File: src/rtl/fairy_div_pkg.sv
// fairy_div_pkg: shared state encoding and iteration count for the radix-2 divider
package fairy_div_pkg;
  localparam int DIV_ITER = 32;
  typedef enum logic [1:0] {IDLE = 2'd0, BUSY = 2'd1, DONE = 2'd2} div_state_e;
endpackage

File: src/rtl/fairy_div_if.sv
// fairy_div_if: execute-stage divide handshake; master is the requester, slave the divider
interface fairy_div_if import fairy_div_pkg::*; #(parameter int WIDTH = DIV_ITER);
  logic             ready_i, signed_i, flush_i, valid_o, busy_o;
  logic [WIDTH-1:0] dividend_i, divisor_i, quotient_o, remainder_o;
  modport master (output ready_i, signed_i, flush_i, dividend_i, divisor_i,
                  input  valid_o, busy_o, quotient_o, remainder_o);
  modport slave  (input  ready_i, signed_i, flush_i, dividend_i, divisor_i,
                  output valid_o, busy_o, quotient_o, remainder_o);
endinterface

File: src/rtl/fairy_div_step.sv
// fairy_div_step: one combinational restoring iteration on the {rem, quo} pair
module fairy_div_step #(parameter int WIDTH = 32) (
  input  logic [WIDTH-1:0] rem_i,
  input  logic [WIDTH-1:0] quo_i,
  input  logic [WIDTH-1:0] dvs_i,
  output logic [WIDTH-1:0] rem_o,
  output logic [WIDTH-1:0] quo_o
);
  logic [WIDTH:0] trial;
  always_comb begin
    trial = {rem_i, quo_i[WIDTH-1]} - {1'b0, dvs_i};
    rem_o = trial[WIDTH] ? {rem_i[WIDTH-2:0], quo_i[WIDTH-1]} : trial[WIDTH-1:0];
    quo_o = {quo_i[WIDTH-2:0], ~trial[WIDTH]};
  end
endmodule

File: src/rtl/fairy_div_unit.sv
// fairy_div_unit: iterative signed/unsigned restoring divider with flush, one bit per cycle
module fairy_div_unit import fairy_div_pkg::*; #(parameter int WIDTH = DIV_ITER) (
  input logic        clk,
  input logic        reset_n,
  fairy_div_if.slave d
);
  localparam int CW = $clog2(WIDTH);
  div_state_e       state_q, state_d;
  logic [CW-1:0]    count_q, count_d;
  logic [WIDTH-1:0] rem_q, rem_d, quo_q, quo_d, dvs_q, dvs_d;
  logic [WIDTH-1:0] quotient_q, quotient_d, remainder_q, remainder_d;
  logic [WIDTH-1:0] rem_nx, quo_nx;
  logic             qneg_q, qneg_d, rneg_q, rneg_d;
  logic             a_neg, b_neg, last;
  assign a_neg = d.signed_i & d.dividend_i[WIDTH-1];
  assign b_neg = d.signed_i & d.divisor_i[WIDTH-1];
  assign last  = count_q == CW'(WIDTH - 1);
  fairy_div_step #(.WIDTH(WIDTH)) u_step (
    .rem_i(rem_q), .quo_i(quo_q), .dvs_i(dvs_q), .rem_o(rem_nx), .quo_o(quo_nx)
  );
  always_comb begin
    state_d     = state_q;
    count_d     = count_q;
    rem_d       = rem_q;
    quo_d       = quo_q;
    dvs_d       = dvs_q;
    qneg_d      = qneg_q;
    rneg_d      = rneg_q;
    quotient_d  = quotient_q;
    remainder_d = remainder_q;
    if (d.flush_i) state_d = IDLE;
    else case (state_q)
      IDLE: if (d.ready_i) begin
        state_d = BUSY;
        count_d = '0;
        rem_d   = '0;
        quo_d   = a_neg ? -d.dividend_i : d.dividend_i;
        dvs_d   = b_neg ? -d.divisor_i : d.divisor_i;
        qneg_d  = a_neg ^ b_neg;
        rneg_d  = a_neg;
      end
      // a requester that lets go of ready_i mid-divide abandons it like a flush
      BUSY: if (!d.ready_i) state_d = IDLE;
      else begin
        rem_d   = rem_nx;
        quo_d   = quo_nx;
        count_d = count_q + CW'(1);
        if (last) begin
          state_d     = DONE;
          quotient_d  = qneg_q ? -quo_nx : quo_nx;
          remainder_d = rneg_q ? -rem_nx : rem_nx;
        end
      end
      default: state_d = IDLE;
    endcase
  end
  always_ff @(posedge clk or negedge reset_n) begin
    if (!reset_n) begin
      state_q     <= IDLE;
      count_q     <= '0;
      rem_q       <= '0;
      quo_q       <= '0;
      dvs_q       <= '0;
      qneg_q      <= 1'b0;
      rneg_q      <= 1'b0;
      quotient_q  <= '0;
      remainder_q <= '0;
    end else begin
      state_q     <= state_d;
      count_q     <= count_d;
      rem_q       <= rem_d;
      quo_q       <= quo_d;
      dvs_q       <= dvs_d;
      qneg_q      <= qneg_d;
      rneg_q      <= rneg_d;
      quotient_q  <= quotient_d;
      remainder_q <= remainder_d;
    end
  end
  assign d.valid_o     = state_q == DONE;
  assign d.busy_o      = state_q != IDLE;
  assign d.quotient_o  = quotient_q;
  assign d.remainder_o = remainder_q;
endmodule

File: src/flat_wrapper.sv
// flat-port wrapper written by rule: the top's interface ports become plain ports
module fairy_div_unit_flat import fairy_div_pkg::*;
#(parameter int WIDTH = DIV_ITER)
  (clk, reset_n, d_ready_i, d_signed_i, d_flush_i, d_dividend_i, d_divisor_i, d_valid_o, d_busy_o, d_quotient_o, d_remainder_o);
  fairy_div_if #(.WIDTH(WIDTH)) d_i ();
  input logic clk;
  input logic reset_n;
  input wire logic [$bits(d_i.ready_i)-1:0] d_ready_i;
  input wire logic [$bits(d_i.signed_i)-1:0] d_signed_i;
  input wire logic [$bits(d_i.flush_i)-1:0] d_flush_i;
  input wire logic [$bits(d_i.dividend_i)-1:0] d_dividend_i;
  input wire logic [$bits(d_i.divisor_i)-1:0] d_divisor_i;
  output wire logic [$bits(d_i.valid_o)-1:0] d_valid_o;
  output wire logic [$bits(d_i.busy_o)-1:0] d_busy_o;
  output wire logic [$bits(d_i.quotient_o)-1:0] d_quotient_o;
  output wire logic [$bits(d_i.remainder_o)-1:0] d_remainder_o;
  assign d_i.ready_i = d_ready_i;
  assign d_i.signed_i = d_signed_i;
  assign d_i.flush_i = d_flush_i;
  assign d_i.dividend_i = d_dividend_i;
  assign d_i.divisor_i = d_divisor_i;
  assign d_valid_o = d_i.valid_o;
  assign d_busy_o = d_i.busy_o;
  assign d_quotient_o = d_i.quotient_o;
  assign d_remainder_o = d_i.remainder_o;
  fairy_div_unit #(.WIDTH(WIDTH)) u_core (.clk(clk), .reset_n(reset_n), .d(d_i));
endmodule
File: config.mk
export PLATFORM = sky130hd
export DESIGN_NAME = fairy_div_unit_flat
export DESIGN_NICKNAME = d
export VERILOG_FILES = /design/src/rtl/fairy_div_pkg.sv /design/src/rtl/fairy_div_if.sv /design/src/rtl/fairy_div_step.sv /design/src/rtl/fairy_div_unit.sv /design/src/flat_wrapper.sv
export SDC_FILE = /design/constraint.sdc
export NUM_CORES = 1
export LEC_CHECK = 0
export CORE_MARGIN = 5
export CORE_UTILIZATION = 52
export CTS_CLUSTER_SIZE = 12
export DETAILED_ROUTE_END_ITERATION = 7
export PLACE_DENSITY = 0.78
export SLEW_MARGIN = 20
export SYNTH_ARGS = -nofsm -noshare
export SYNTH_HDL_FRONTEND = slang
export SYNTH_HIERARCHICAL = 1
export SYNTH_SLANG_ARGS = --single-unit
File: constraint.sdc
create_clock -name clk -period 5.65 [get_ports clk]
set_input_delay 1.4125 -clock clk [delete_from_list [all_inputs] [get_ports clk]]
set_output_delay 1.4125 -clock clk [all_outputs]
set_load 0.05 [all_outputs]
**Yosys cells after proc, flatten, opt, wreduce, memory -nomap -nowiden**

Cells that the tools add are included.

- $add $sub $neg: 6
- Equality and inequality tests: 7
- Muxes and demuxes: 19
- Bitwise gates (word level): 5
- Reductions and logical operators: 7

Operators by type and width:

| kind | number |
|---|---|
| $mux 32 | 9 |
| $neg 32->32 | 4 |
| $pmux 32 s2 | 2 |
| $sub 33x32->33 | 1 |
| $mux 5 | 2 |
| $pmux 5 s2 | 1 |
| $mux 2 | 4 |
| $reduce_and 4->1 | 2 |
| $add 5x1->5 const B | 1 |
| $eq 5x5->1 const B | 1 |
| $ne 2x2->1 const B | 2 |
| $ne 4x3->1 const B | 1 |
| $pmux 2 s2 | 1 |
| $reduce_bool 2->1 | 2 |
| $ne 3x3->1 const B | 1 |
| $reduce_and 3->1 | 1 |
| $and 1x1->1 | 2 |
| $eq 2x1->1 const B | 1 |
| $eq 2x2->1 const B | 1 |
| $logic_not 2->1 | 1 |
| $not 1->1 | 2 |
| $reduce_and 2->1 | 1 |
| $xor 1x1->1 | 1 |

- Flip-flop bits (word level): 169
- Output and inout bits: 66
- Word-level logic and storage cells: 53

**Longest topological paths before layout**

- Depth after elaboration: 5
- Gate-level depth with buffers: 22
- Gate-level depth less buffers: 20

**By module**

The synthesis kept the hierarchy.

Modules (own cells, without submodules):

| module | times used | cells an instance | area an instance (µm²) |
|---|---|---|---|
| fairy_div_unit | 1 | 1029 | 9049.9 |
| fairy_div_step | 1 | 340 | 2549.9 |

**Worst setup path before layout**

No wires, ideal clock.

- Path kind: reg-to-reg
- Start point: register u_core.quo_q[31]
- End point: register u_core.remainder_q[28], in the netlist u_core/d.remainder_o[28]
- Library setup time: 123 ps
- Data arrival time: 5179 ps
- Data required time: 5527 ps
- Slack: 348 ps
- Cell stages (with the launch flop): 23
- Path buffers: 3
- Path through: dfrtp_1 inv_1 ha_1 fa_1 and2b_1 o2111ai_2 a21oi_2 o211ai_2 a211oi_4 nor2_4 mux2i_4 and2_4 buf_12 inv_8 buf_12 mux2_4 or4_4 or4_4 buf_6 or4_4 o41ai_4 xor2_1 o21ai_1

- Longest elaborated chain between the ends: 4

RTL lines:

| what | line | RTL |
|---|---|---|
| from (decl) | fairy_div_unit.sv:10 | `logic [WIDTH-1:0] rem_q, rem_d, quo_q, quo_d, dvs_q, dvs_d;` |
| from (signal assigned) | fairy_div_unit.sv:72 | `quo_q <= quo_d;` |
| $sub 33x32->33 | fairy_div_step.sv:11 | `trial = {rem_i, quo_i[WIDTH-1]} - {1'b0, dvs_i};` |
| $mux 32 | fairy_div_step.sv:12 | `rem_o = trial[WIDTH] ? {rem_i[WIDTH-2:0], quo_i[WIDTH-1]} : trial[WIDTH-1:0];` |
| via u_core.rem_nx[10] | fairy_div_unit.sv:12 | `logic [WIDTH-1:0] rem_nx, quo_nx;` |
| $neg 32->32 | fairy_div_unit.sv:51 | `remainder_d = rneg_q ? -rem_nx : rem_nx;` |
| $mux 32 | fairy_div_unit.sv:51 |  |
| to (signal assigned) | fairy_div_unit.sv:77 | `remainder_q <= remainder_d;` |
| to (decl) | fairy_div_unit.sv:11 | `logic [WIDTH-1:0] quotient_q, quotient_d, remainder_q, remainder_d;` |

The timed path passes the listed nets, and every way through them passes these cells.
A chain may end at the register's enable or synchronous reset.

**Worst setup path in the final report**

Ends and elaborated chain as after synthesis.

==> key figures <==
Detailed routing
  – TritonRoute pass-1 iters: 5
  – DRC Markers: 0
  – Via count: 10155
  – Final ANT Viol Nets: 0
  – WL final: 30900 µm
  – Avg WL per Cell: 17.9 µm
  – DRT iter0 DRCs: 885
  – Via-per-instance ratio: 5.88

STA
  – RSZ-0062 raised after global routing: false
  – Total Negative Setup Slacks: 0 ns
  – Final min period: 5.39 ns
  – Tcrit/Tclk final: 0.954
  – Rel. slew slack: 0.262
  – Final setup violation count: 0
  – Final hold violations: 0
  – Worst Clk Skew: 0.0105 ns
  – Worst Tran Pin Value: 1.10 ns
  – Maximum clock frequency: 185 MHz
  – Max-slew violations: 0
  – Final setup margin: 0.259 ns

Clock tree
  – H-tree Lvls: 4
  – Clock root buffer: clkbuf_16
  – CTS Buf Count: 17
  – Clk Latency, worst-skew pair: 0.42 ns
  – TritonCTS clock tree: built
  – Post-CTS Setup Inserts: 0
  – # resized after CTS: 0
  – Max clock buf depth: 2
  – # clock sinks: 169
  – Clk slew on worst S/H paths: 0.07 ns
  – Cts hold-fix bufs: 0

Global routing
  – M1 GR Usage: 0.355
  – Overall global routing resource usage: 0.240
  – Layer carrying the most global-route usage: met2
  – First-pass GRT wire length: 50800 µm
  – Met3 Use GR: 0.0448
  – Vias in the first global route: 9864
  – GR Overflow Total: 0
  – Met2 Track Usage GR: 0.357
  – Initial antenna violation count: 0
  – Pin count of the biggest net entering global routing: 73

Setup path
  – Crit-path max FO: 13
  – Critical Path AT: 5.69 ns
  – Worst reg-to-reg path cell count: 19
  – Worst Setup Path Type: flip-flop to flip-flop
  – Critical R2R Capture: u_core/d.remainder_o[28]
  – Register-to-Register Setup Slack: 0.26 ns
  – Crit path top cell by count: or4_4
  – CP cell instances: inv_1 > ha_1 > fa_1 > and2b_1 > o2111ai_2 > a21oi_2 > o211ai_2 > a211oi_4 > nor2_4 > mux2i_4 > and2_4 > inv_8 > mux2_4 > or4_4 > or4_4 > or4_4 > o41ai_4 > xor2_1 > o21ai_1
  – Critical-path top delay cell: or4_4
  – Startpoint types: flip-flop
  – Crit end category: flip-flop
  – Critical path's largest stage delay: 0.60 ns
  – RR Startpoint: u_core/quo_q[31]
  – Req. time, crit path: 5.95 ns

Logic synthesis
  – Synth Cell Area: 11600 µm²
  – Post-synthesis sequential area ratio: 0.365
  – Main synth FF type: dfrtp_1
  – Syn Area/Cell: 8.47 µm²
  – Synth top area share: 0.365
  – Post-synth ARST share: 1.00
  – Post-Syn Instances: 1369
  – Flops & latches, synth: 169
  – YS warnings: 6
  – Synth cell types: 71
  – Number of synthesized flops with an enable pin: 0
  – Synthesized netlist net count: 1477
  – Synth top area cells: dfrtp_1, nand2_1, o21ai_0
  – Synth area leader: dfrtp_1

Floorplan
  – Row count: 54
  – Starting density of the core: 0.530
  – Die ar.: 25400 µm²
  – IO Pins: 135
  – Core Box Area: 21900 µm²
  – Die X: 159 µm
  – Die Ht: 159 µm

Power and ir drop
  – Pint: 0.00265 W
  – Peak VDD IR: 0.148 mV
  – Leak Pwr: 5.94 nW
  – Gate power share: 0.375
  – Sw frac: 0.379
  – Overall power: 0.00427 W
  – Sw Pwr: 0.00162 W
  – Clk pwr share: 0.285
  – Sequential share of power: 0.340
  – PwrDens: 317 nW/µm²

Final layout
  – Multi-input gate area: 6600 µm²
  – Share of cells above drive strength 1: 0.0691
  – Commonest non-fill, non-tap cell in the layout: nand2_1
  – Ant. Diodes: 0
  – Nets: 1543
  – Flip-flop and latch area: 4230 µm²
  – Filler-free cell count of the finished design: 1728
  – Most frequent cells in the layout: nand2_1, o21ai_0, dfrtp_1
  – Post-layout util: 0.614
  – Filler instances: 1896
  – Synthesis-to-finish area growth: 15.9%

Placed design
  – Post-place setup slack: 0.319 ns
  – DPL Wire Length: 22900 µm
  – Routability cong.: 0.926
  – IO buf count: 134
  – Number of instances in the placed design: 1696

Flow run
  – Max Cap Viol: 0

Min path
  – Worst Hold Class: flip-flop to flip-flop
  – Hold path endpoint: u_core/dvs_q[12]
  – Worst hold start: u_core/dvs_q[12]
  – Worst hold path stage count: 2

Status
  – Outcome: complete, no violations
[metrics by stage]
stage	hold WS, ns	area (µm²)
after global placement	0.450	12800
after CTS	0.474	13400
after global routing	0.500	13400
after detailed placement	0.458	12800
final	0.468	13400
after floorplan	0.439	11600
[cell type report]
| type | count | area share |
|---|---|---|
| tap | 280 | 0.0261 |
| sequential | 169 | 0.315 |
| clock buffer | 18 | 0.0327 |
| inverter | 53 | 0.0154 |
| clock inverter | 14 | 0.0127 |
| timing repair buffer | 147 | 0.107 |
| multi-input combinational | 1047 | 0.491 |
[synth_stat cells, drive strengths merged (9+ instances only)]
master / instances
nor3: 19
xnor2: 49
clkbuf: 55
o22ai: 14
o21ai: 180
and3: 14
nor2: 51
nand2: 239
nand3: 53
mux2i: 9
o31ai: 32
dfrtp: 169
inv: 53
nor4: 12
a21oi: 59
a21o: 13
ha: 38
or4: 13
buf: 44
or3: 21
o41ai: 23
xor2: 93
mux2: 25
[critical path, delay by kind of cell (launching register included)]
| kind | cells | cell delay (ns) |
|---|---|---|
| adder cells (fa/ha/maj) | 2 | 0.62 |
| multiplexers | 2 | 0.52 |
| AND/OR/NAND/NOR | 6 | 2.22 |
| AO/OA/AOI/OAI | 6 | 1.14 |
| buffers and inverters | 2 | 0.18 |
| flip-flops | 1 | 0.38 |
| XOR/XNOR | 1 | 0.21 |
[how the worst max path moves through the flow]
stage                      from                  endpoint  slack (ns)  cells after the start
2_1_floorplan  u_core/quo_q[31]  u_core/d.remainder_o[28]        0.35                     22
3_3_place_gp   u_core/quo_q[31]  u_core/d.remainder_o[28]        0.45                     19
3_5_place_dp   u_core/quo_q[31]  u_core/d.remainder_o[28]        0.32                     19
4_1_cts        u_core/quo_q[31]  u_core/d.remainder_o[28]        0.28                     19
5_1_grt        u_core/quo_q[31]  u_core/d.remainder_o[24]        0.03                     21
6_report       u_core/quo_q[31]  u_core/d.remainder_o[28]        0.26                     19
[sequential cells by signal, summed over array words and instances, names as in the netlist]
| register | count |
|---|---|
| u_core/d.remainder_o | 32 |
| u_core/state_q | 2 |
| u_core/d.quotient_o | 32 |
| u_core/qneg_q | 1 |
| u_core/dvs_q | 32 |
| u_core/count_q | 5 |
| u_core/rneg_q | 1 |
| u_core/quo_q | 32 |
| u_core/rem_q | 32 |
[power by group through the flow]
stage	clock network [W]	registers [W]	logic, W
2_1_floorplan	0	0.00138	0.00130
3_3_place_gp	0	0.00146	0.00153
3_5_place_dp	0	0.00146	0.00156
4_1_cts	0.00123	0.00144	0.00158
5_1_grt	0.00129	0.00146	0.00176
6_report	0.00121	0.00145	0.00160
[routing by layer]
| metal | share of wire | wire length (µm) |
|---|---|---|
| met1 | 0.47 | 14500 |
| met2 | 0.44 | 13500 |
| met3 | 0.076 | 2350 |
| met4 | 0.019 | 592 |
| met5 | 0 | 0 |
[cell families after synthesis]
family	Yosys count	share of synthesized area
adder cells (fa/ha/maj)	39	0.0427
buffers and inverters	153	0.0676
flip-flops	169	0.365
AO/OA/AOI/OAI	363	0.190
AND/OR/NAND/NOR	469	0.189
multiplexers	34	0.0393
XOR/XNOR	142	0.107
Power figures use the tool's default switching activity.
